<file path="config.mk">
export PLATFORM = sky130hd
export DESIGN_NAME = divider_rr_scheduler
export DESIGN_NICKNAME = d
export VERILOG_FILES = /design/src/rtl/divider_rr_scheduler.sv
export SDC_FILE = /design/constraint.sdc
export NUM_CORES = 1
export LEC_CHECK = 0
export CORE_ASPECT_RATIO = 0.7
export CORE_MARGIN = 1.5
export CORE_UTILIZATION = 57
export DETAILED_ROUTE_END_ITERATION = 10
export DONT_BUFFER_PORTS = 1
export GPL_TIMING_DRIVEN = 0
export PLACE_DENSITY = 0.75
export RECOVER_POWER = 100
export SYNTH_ARGS = -nofsm -noshare
export SYNTH_HDL_FRONTEND = slang
export SYNTH_SLANG_ARGS = --single-unit
</file>
<file path="constraint.sdc">
create_clock -name clk -period 4.02 [get_ports clk]
set_input_delay 0.804 -clock clk [delete_from_list [all_inputs] [get_ports clk]]
set_output_delay 0.804 -clock clk [all_outputs]
set_load 0.01 [all_outputs]
</file>
<file path="src/rtl/divider_rr_scheduler.sv">
// Round-robin front end for one shared 12b/6b restoring divider.
// Screens divide-by-zero and quotient overflow locally, sequences the
// start/done handshake, and answers with a timeout error if the divider hangs.
module divider_rr_scheduler #(
  parameter int NREQ      = 4,
  parameter int START_CYC = 2,
  parameter int TIMEOUT   = 64
) (
  input  logic              clk,
  input  logic              rst,
  input  logic [NREQ-1:0]   req,
  input  logic [NREQ*12-1:0] req_dividend,
  input  logic [NREQ*6-1:0] req_divisor,
  output logic [NREQ-1:0]   ack,
  output logic [NREQ-1:0]   rsp_valid,
  output logic [5:0]        rsp_quotient,
  output logic [6:0]        rsp_rem,
  output logic [1:0]        rsp_err,
  output logic              busy,
  output logic [11:0]       div_dividend,
  output logic [5:0]        div_divisor,
  output logic              div_start,
  input  logic [5:0]        div_quotient,
  input  logic [6:0]        div_rem,
  input  logic              div_done
);

  localparam int PW = (NREQ > 1) ? $clog2(NREQ) : 1;
  localparam int SW = (START_CYC > 1) ? $clog2(START_CYC) : 1;
  localparam int TW = (TIMEOUT > 1) ? $clog2(TIMEOUT) : 1;

  localparam logic [1:0] E_OK = 2'b00, E_DZ = 2'b01, E_OVF = 2'b10, E_TO = 2'b11;

  typedef struct packed {
    logic [5:0] q;
    logic [6:0] r;
    logic [1:0] e;
  } rsp_t;

  typedef enum logic [1:0] {S_IDLE, S_START, S_WAIT, S_RESP} state_t;

  state_t        state, state_nx;
  logic [PW-1:0] ptr, gnt, sel;
  logic [PW:0]   cand;
  logic          sel_vld, sel_dz, sel_ovf;
  logic [11:0]   sel_dvd;
  logic [5:0]    sel_dvs;
  logic [SW-1:0] scnt;
  logic [TW-1:0] tcnt;
  logic          done_q, done_rise, start_last, to_hit;
  rsp_t          res;

  // Round-robin pick: first requester at or above ptr, wrapping.
  always_comb begin
    sel_vld = 1'b0;
    sel     = '0;
    cand    = '0;
    for (int k = 0; k < NREQ; k++) begin
      cand = {1'b0, ptr} + (PW+1)'(k);
      if (cand >= (PW+1)'(NREQ)) cand = cand - (PW+1)'(NREQ);
      if (!sel_vld && req[cand[PW-1:0]]) begin
        sel_vld = 1'b1;
        sel     = cand[PW-1:0];
      end
    end
  end

  // Operand mux for the selected client.
  always_comb begin
    sel_dvd = '0;
    sel_dvs = '0;
    for (int k = 0; k < NREQ; k++) begin
      if (sel == PW'(k)) begin
        sel_dvd = req_dividend[12*k +: 12];
        sel_dvs = req_divisor[6*k +: 6];
      end
    end
  end

  // Quotient fits in 6b only when the dividend's upper half is below the divisor.
  assign sel_dz     = (sel_dvs == 6'd0);
  assign sel_ovf    = (sel_dvd[11:6] >= sel_dvs);
  assign done_rise  = div_done & ~done_q;
  assign start_last = (scnt == SW'(START_CYC-1));
  assign to_hit     = (tcnt == TW'(TIMEOUT-1));
  assign busy       = (state != S_IDLE);
  assign div_start  = (state == S_START);

  // Next-state logic.
  always_comb begin
    state_nx = state;
    case (state)
      S_IDLE:  if (sel_vld) state_nx = (sel_dz || sel_ovf) ? S_RESP : S_START;
      S_START: if (start_last) state_nx = S_WAIT;
      S_WAIT:  if (done_rise || to_hit) state_nx = S_RESP;
      S_RESP:  state_nx = S_IDLE;
      default: state_nx = S_IDLE;
    endcase
  end

  // State register.
  always_ff @(posedge clk) begin
    if (rst) state <= S_IDLE;
    else     state <= state_nx;
  end

  // Grant/latch, counters, result capture and response drive.
  always_ff @(posedge clk) begin
    if (rst) begin
      ack          <= '0;
      rsp_valid    <= '0;
      rsp_quotient <= '0;
      rsp_rem      <= '0;
      rsp_err      <= '0;
      div_dividend <= '0;
      div_divisor  <= '0;
      ptr          <= '0;
      gnt          <= '0;
      scnt         <= '0;
      tcnt         <= '0;
      done_q       <= 1'b0;
      res          <= '0;
    end else begin
      done_q    <= div_done;
      ack       <= '0;
      rsp_valid <= '0;
      case (state)
        S_IDLE: if (sel_vld) begin
          ack[sel]     <= 1'b1;
          gnt          <= sel;
          div_dividend <= sel_dvd;
          div_divisor  <= sel_dvs;
          scnt         <= '0;
          tcnt         <= '0;
          if (sel_dz)       res <= '{q: 6'h3F, r: 7'd0, e: E_DZ};
          else if (sel_ovf) res <= '{q: 6'h3F, r: 7'd0, e: E_OVF};
        end
        S_START: scnt <= scnt + 1'b1;
        S_WAIT: begin
          tcnt <= tcnt + 1'b1;
          if (done_rise)   res <= '{q: div_quotient, r: div_rem, e: E_OK};
          else if (to_hit) res <= '{q: 6'd0, r: 7'd0, e: E_TO};
        end
        S_RESP: begin
          rsp_valid[gnt] <= 1'b1;
          rsp_quotient   <= res.q;
          rsp_rem        <= res.r;
          rsp_err        <= res.e;
          ptr            <= (gnt == PW'(NREQ-1)) ? '0 : gnt + 1'b1;
        end
        default: ;
      endcase
    end
  end

endmodule

</file>
# == After elaboration in Yosys (flattened, before gate mapping) ==
# Index checks and enable logic that the tools add are counted.
# word_totals
ff_bits,70
in_bits,92
out_inout_bits,43
wordCells,128
# op_classes
n_addsub,10
order_cmp,13
eq_ne,13
muxes,48
n_bitwise,5
reduce_logical,23
# op_table
operator,count
15-bit two-way mux,5
12-bit two-way mux,4
6-bit two-way mux,5
15-bit case mux with 2 select lines,1
2-bit two-way mux,13
"2-bit by 3-bit < comparator with 1-bit output, second input constant",6
6-bit case mux with 2 select lines,1
1-bit two-way mux,11
"2-bit equality test, second input constant",5
"3-bit greater-or-equal comparator, second input constant",3
1-bit binary-select mux with 2-bit select,4
2-bit case mux with 4 select lines,1
"2-bit by 1-bit subtractor with 2-bit output, second input constant",4
"2-bit by 2-bit adder with 3-bit output, second input constant",2
"6-bit by 1-bit adder with 6-bit output, second input constant",1
"6-bit equality test, second input constant",1
6-bit greater-or-equal comparator,1
6-bit zero test,1
"3-bit != test, second input constant",2
2-bit AND reduction,3
2-bit nonzero test,3
1-bit logical AND,5
1-bit demux with 2-bit select,2
"2-bit by 1-bit equality test with 1-bit output, second input constant",2
other kinds (17),26

# == Logic depth before layout (Yosys ltp) ==
# depth
word_depth,24
depth_mapped,19

# == Least setup slack after synthesis ==
# Ideal clock, no wire load.
# synth_timing
kind,input-to-reg
from,input port req[0]
to,register res[10] in the netlist's numbering
setup_ns,0.070
arrival_time_ns,3.892
required_ns,3.950
slack_ns,0.058
cell_stages,17
path_buffers,3
path_cell_list,nor2b_1 a211o_1 a21oi_4 buf_6 buf_2 buf_2 o21ai_0 ha_1 nand2b_1 a21o_1 a21o_1 a21oi_1 o21ai_0 a22oi_1 o21ai_2 nor2_1 o2bb2ai_1
# synth_via
elab_chain_len,21
elab_cells_between_ends,42
classes_between,1 x order compare; 5 x eq/ne; 27 x mux; 9 x reduce/logical
# synth_lines
element,line,rtl
start: declaration,11,"input logic [NREQ-1:0] req,"
branches (longest 21 deep; another with 1-bit binary-select mux with 2-bit select),n/a,
end signal: assignment,135,"if (sel_dz) res <= '{q: 6'h3F, r: 7'd0, e: E_DZ};"
end signal: assignment,136,"else if (sel_ovf) res <= '{q: 6'h3F, r: 7'd0, e: E_OVF};"
end signal: assignment,141,"if (done_rise) res <= '{q: div_quotient, r: div_rem, e: E_OK};"
end: declaration,51,rsp_t res;
# Several ways; the timed one is not identified. The select of a mux whose other input is x is not followed.
# A chain may end at the register's enable or synchronous reset.

# == Worst setup path after layout ==
# layout_timing
from,input port req[0]
to,register res[6] in the netlist's numbering
# layout_via
elab_cells_between_ends,42
classes_between,1 x order compare; 5 x eq/ne; 27 x mux; 9 x reduce/logical
# layout_rtl
element,line,rtl
1-bit binary-select mux with 2-bit select,61,if (!sel_vld && req[cand[PW-1:0]]) begin
1-bit two-way mux (implied by the code),61,
1-bit two-way mux,61,
1-bit zero test,61,
1-bit logical AND,61,
1-bit two-way mux,61,
1-bit zero test,61,
1-bit logical AND,61,
[3 not listed],n/a,
2-bit two-way mux (*),61,
2-bit zero test,73,if (sel == PW'(k)) begin
12-bit two-way mux (3 in a row),73,
12-bit two-way mux (*),73,
net sel_dvd[7],46,logic [11:0] sel_dvd;
6-bit greater-or-equal comparator (*),82,assign sel_ovf = (sel_dvd[11:6] >= sel_dvs);
3-bit != test (no line) (*),n/a,
4-bit AND reduction (no line) (*),n/a,
# The timed path passes the listed nets; every way through them passes the cells marked *. The select of a mux whose other input is x is not followed.

==> run_results.csv <==
group,metric,value,unit
pwr,power,2400,uW
cts,post-cts-setup-buffers,0,
worst_setup_path,worst-path-max-fanout,19,
place,io_buffers,0,
floorplan,io_pins,135,
cells_and_area,area_growth,10.5,%
timing,rsz0062_at_grt,"no",
status,status,"complete, no violations",
cts,path_clk_slew,0.07,ns
synthesis,synthXorXnorAreaFrac,0.998,%
global_route,grt_pass1_vias,2686,
cells_and_area,regArea,1400,um^2
worst_setup_path,startpoint_type,"input port",
worst_setup_path,crit_type,"input port to register",
cts,insertion_delay,0.34,ns
flow_run,maxCapViolations,0,
worst_hold_path,hp-class,"register to register",
worst_setup_path,worst_setup_path_end_kind,"register",
route,route.met3.wl,501,um
pwr,ir_drop,0.294,mV
timing,final.setup_skew,0.00619,ns
route,dr_wl_met2,3500,um
place,place.gp.congestion,0.830,
timing,min_period,3.82,ns
synthesis,ys_ff_latch,70,
synthesis,synth_simple_gate_area_share,19.1,%
floorplan,chipWidth,96.8,um
timing,timing.hold.ws,0.467,ns
timing,worst_pin_slew,1.08,ns
floorplan,core,5840,um^2
timing,max-slew-margin-rel,27.5,%
synthesis,synth_top_family_by_area,"simple AND/OR/NAND/NOR gates",
cts,cts_tree,"built",
route,wl_per_cell,16.0,um
global_route,grt_max_degree,20,
cts,cts_buffers,9,
global_route,grt_util_all_layers,24.2,%
route,top_layer_used,"met4",
timing,hold_violations,0,
route,via_per_inst,5.77,
synthesis,synth_warnings,0,
global_route,overflow,0,
cells_and_area,fillers,491,
pwr,p_leak,0.00150,uW
route,dr_total_vias,2829,
global_route,antenna_found_initial,0,
route,drt-total-wl,7850,um
floorplan,rows,23,
route,drtAntennaViolNets,0,
synthesis,seq_area_frac_synth,39.9,%
route,drt-pass1-iter-count,4,
cts,clk_path_buf_depth,2,
cells_and_area,drive_gt1_share,9.40,%
floorplan,initial_utilization,60.1,%
cells_and_area,diodes,0,
global_route,grt_pass1_wl,12700,um
floorplan,die-area,6640,um^2
synthesis,synthAdderAreaFrac,5.70,%
cts,cts_htree_levels,3,
cells_and_area,nNetsFinal,518,
synthesis,synth_compound_area_share,15.7,%
synthesis,syn_avg_cell_area,8.77,um^2
route,drcViolationCount,0,
worst_setup_path,cp.required,4.24,ns
synthesis,synth_nets,508,
timing,setup_violations,0,
cells_and_area,multiInputGateArea,1970,um^2
place,hpwl,6040,um
pwr,power_density,619,nW/um^2
cts,cts_hold_buf,0,
route,met1_length,3770,um
synthesis,post_synth_num_cell_types,41,
timing,drv_slew,0,
timing,fin_crit_sh,94.9,%
synthesis,synth_cells,400,
synthesis,synthMuxAreaShare,14.2,%
timing,timing.fmax,0.262,GHz
cts,cts-root-buf,"clkbuf_8",
synthesis,synth.cell_area,3510,um^2
floorplan,die_h,68.7,um
cts,clock_sinks,70,
worst_setup_path,cp.arrival,4.04,ns
route,drt_iter0_markers,131,
-- through the flow --
stage                     TNS, ns  setup slack [ns]  std cells  utilization, %  instance area, um^2
final                           0             0.205        490            66.4                 3880
after CTS                       0            0.0202        490            65.8                 3840
after global routing            0            0.0110        490            66.4                 3880
after detailed placement    -7.19            -0.566        475            61.7                 3600
after global placement      -6.43            -0.522        475            61.7                 3600
after floorplan                 0            0.0579        400               -                 3510
-- critical path, stage by stage --
cell,delay (ns)
nor2b_1,0.12
a211o_1,0.31
a21oi_4,0.23
buf_12,0.20
clkbuf_4,0.22
clkbuf_4,0.22
a211oi_1,0.09
a21oi_1,0.20
ha_1,0.28
a21o_1,0.17
a21o_1,0.17
a21oi_1,0.18
o21ai_2,0.13
a22oi_2,0.18
o21ai_4,0.14
buf_2,0.20
nand3_1,0.09
o21ai_0,0.09
-- registers in the layout, summed over array words and instances, names as in the netlist --
| signal | count |
|---|---|
| rsp_valid | 4 |
| tcnt | 6 |
| ptr | 2 |
| gnt | 2 |
| div_dividend | 12 |
| rsp_rem | 7 |
| res | 15 |
| rsp_quotient | 6 |
| ack | 4 |
| done_q | 1 |
| rsp_err | 2 |
| scnt | 1 |
| state | 2 |
| div_divisor | 6 |
-- timing repair --
action	CTS	global route
resized for setup	2	14
pin swaps	0	0
setup endpoints to repair	13	16
-- final cells by class --
type / instances / share of cell area [%]
multi-input cells: 295 / 50.9
clock buffers: 12 / 4.26
plain buffers: 23 / 3.23
inverters: 11 / 1.06
flip-flops and latches: 70 / 36.1
well taps: 75 / 2.42
clock inverters: 4 / 1.97
-- per-layer routing --
layer | vias up | global-route usage (%)
met1 | 1319 | 32.3
met2 | 85 | 38.8
met4 | 0 | 8.33
li1 | 1418 | -
met3 | 7 | 6.45
met5 | - | 0
-- Yosys cell counts --
library cell  number  share of area, %
a211o_1            2              0.50
a211oi_1          18               3.9
a21o_1             4              0.86
a21oi_1           32               4.6
a21oi_4            1              0.46
a221oi_1           1              0.25
a22oi_1            1              0.21
a311o_1            1              0.29
a31o_2             1              0.25
a32oi_1            2              0.50
and2_1             6               1.1
and3_1             3              0.53
and3b_1            1              0.25
buf_1              4              0.43
buf_2              4              0.57
buf_6              2              0.64
clkbuf_1          13               1.4
clkbuf_2           1              0.14
dfxtp_1           70                40
ha_1              16               5.7
inv_1             11               1.2
mux2_2             4               1.3
mux2_4             2              0.86
mux2i_1           41                12
mux2i_2            1              0.39
nand2_1           28               3.0
nand2b_1           9               1.6
nand3_1           10               1.4
nand4b_4           1              0.68
nor2_1            65               7.0
nor2b_1           14               2.5
nor3_1             1              0.14
nor4_1             4              0.71
o21ai_0           12               1.7
o21ai_2            1              0.25
o221ai_1           1              0.25
o22a_1             1              0.25
o2bb2ai_1          6               1.5
or2_4              1              0.25
xnor2_1            1              0.25
xor2_1             3              0.75
-- kinds of logic (layout without fill, tap and decap cells) --
kind of cell / after synthesis / count (layout)
AOI/OAI and AO/OA: 84 / 84
adders and majority gates: 16 / 16
DFF: 70 / 70
xor gates and xnor gates: 4 / 4
and+or+nand+nor: 143 / 143
muxes: 48 / 48
buffers and inverters: 35 / 50
-- layout by cell type (no fill, tap or decap), types with 2 or more instances in the layout --
master and instances:
buf_2 2, nor2b_1 14, and2_0 2, o2bb2ai_1 6, xor2_1 3, clkbuf_4 3
mux2i_1 41, a211oi_1 18, mux2_2 4, a21o_1 4, bufinv_16 2, and2_1 4
nand2_1 28, inv_1 11, nor2_1 64, nand2b_1 9, clkbuf_8 12, ha_1 16
nor4_1 4, clkbuf_1 15, a32oi_1 2, mux2_4 2, nand3_1 10, o21ai_0 11
and3_1 3, a211o_1 2, a21oi_1 32, dfxtp_1 70
-- final timing paths --
path / to / slack, ns / depth (start not counted) / startpoint
setup / recovery: res[6] / 0.20 / 18 / req[0]
hold / removal: res[14] / 0.47 / 1 / res[14]
setup reg to reg: res[6] / 0.34 / 18 / ptr[0]
hold reg to reg: res[14] / 0.47 / 1 / res[14]
-- report_power, final --
group / internal [uW] / switching [uW]
registers: 822 / 113
clock network: 402 / 252
logic: 306 / 507
(Power assumes the default switching activity.)
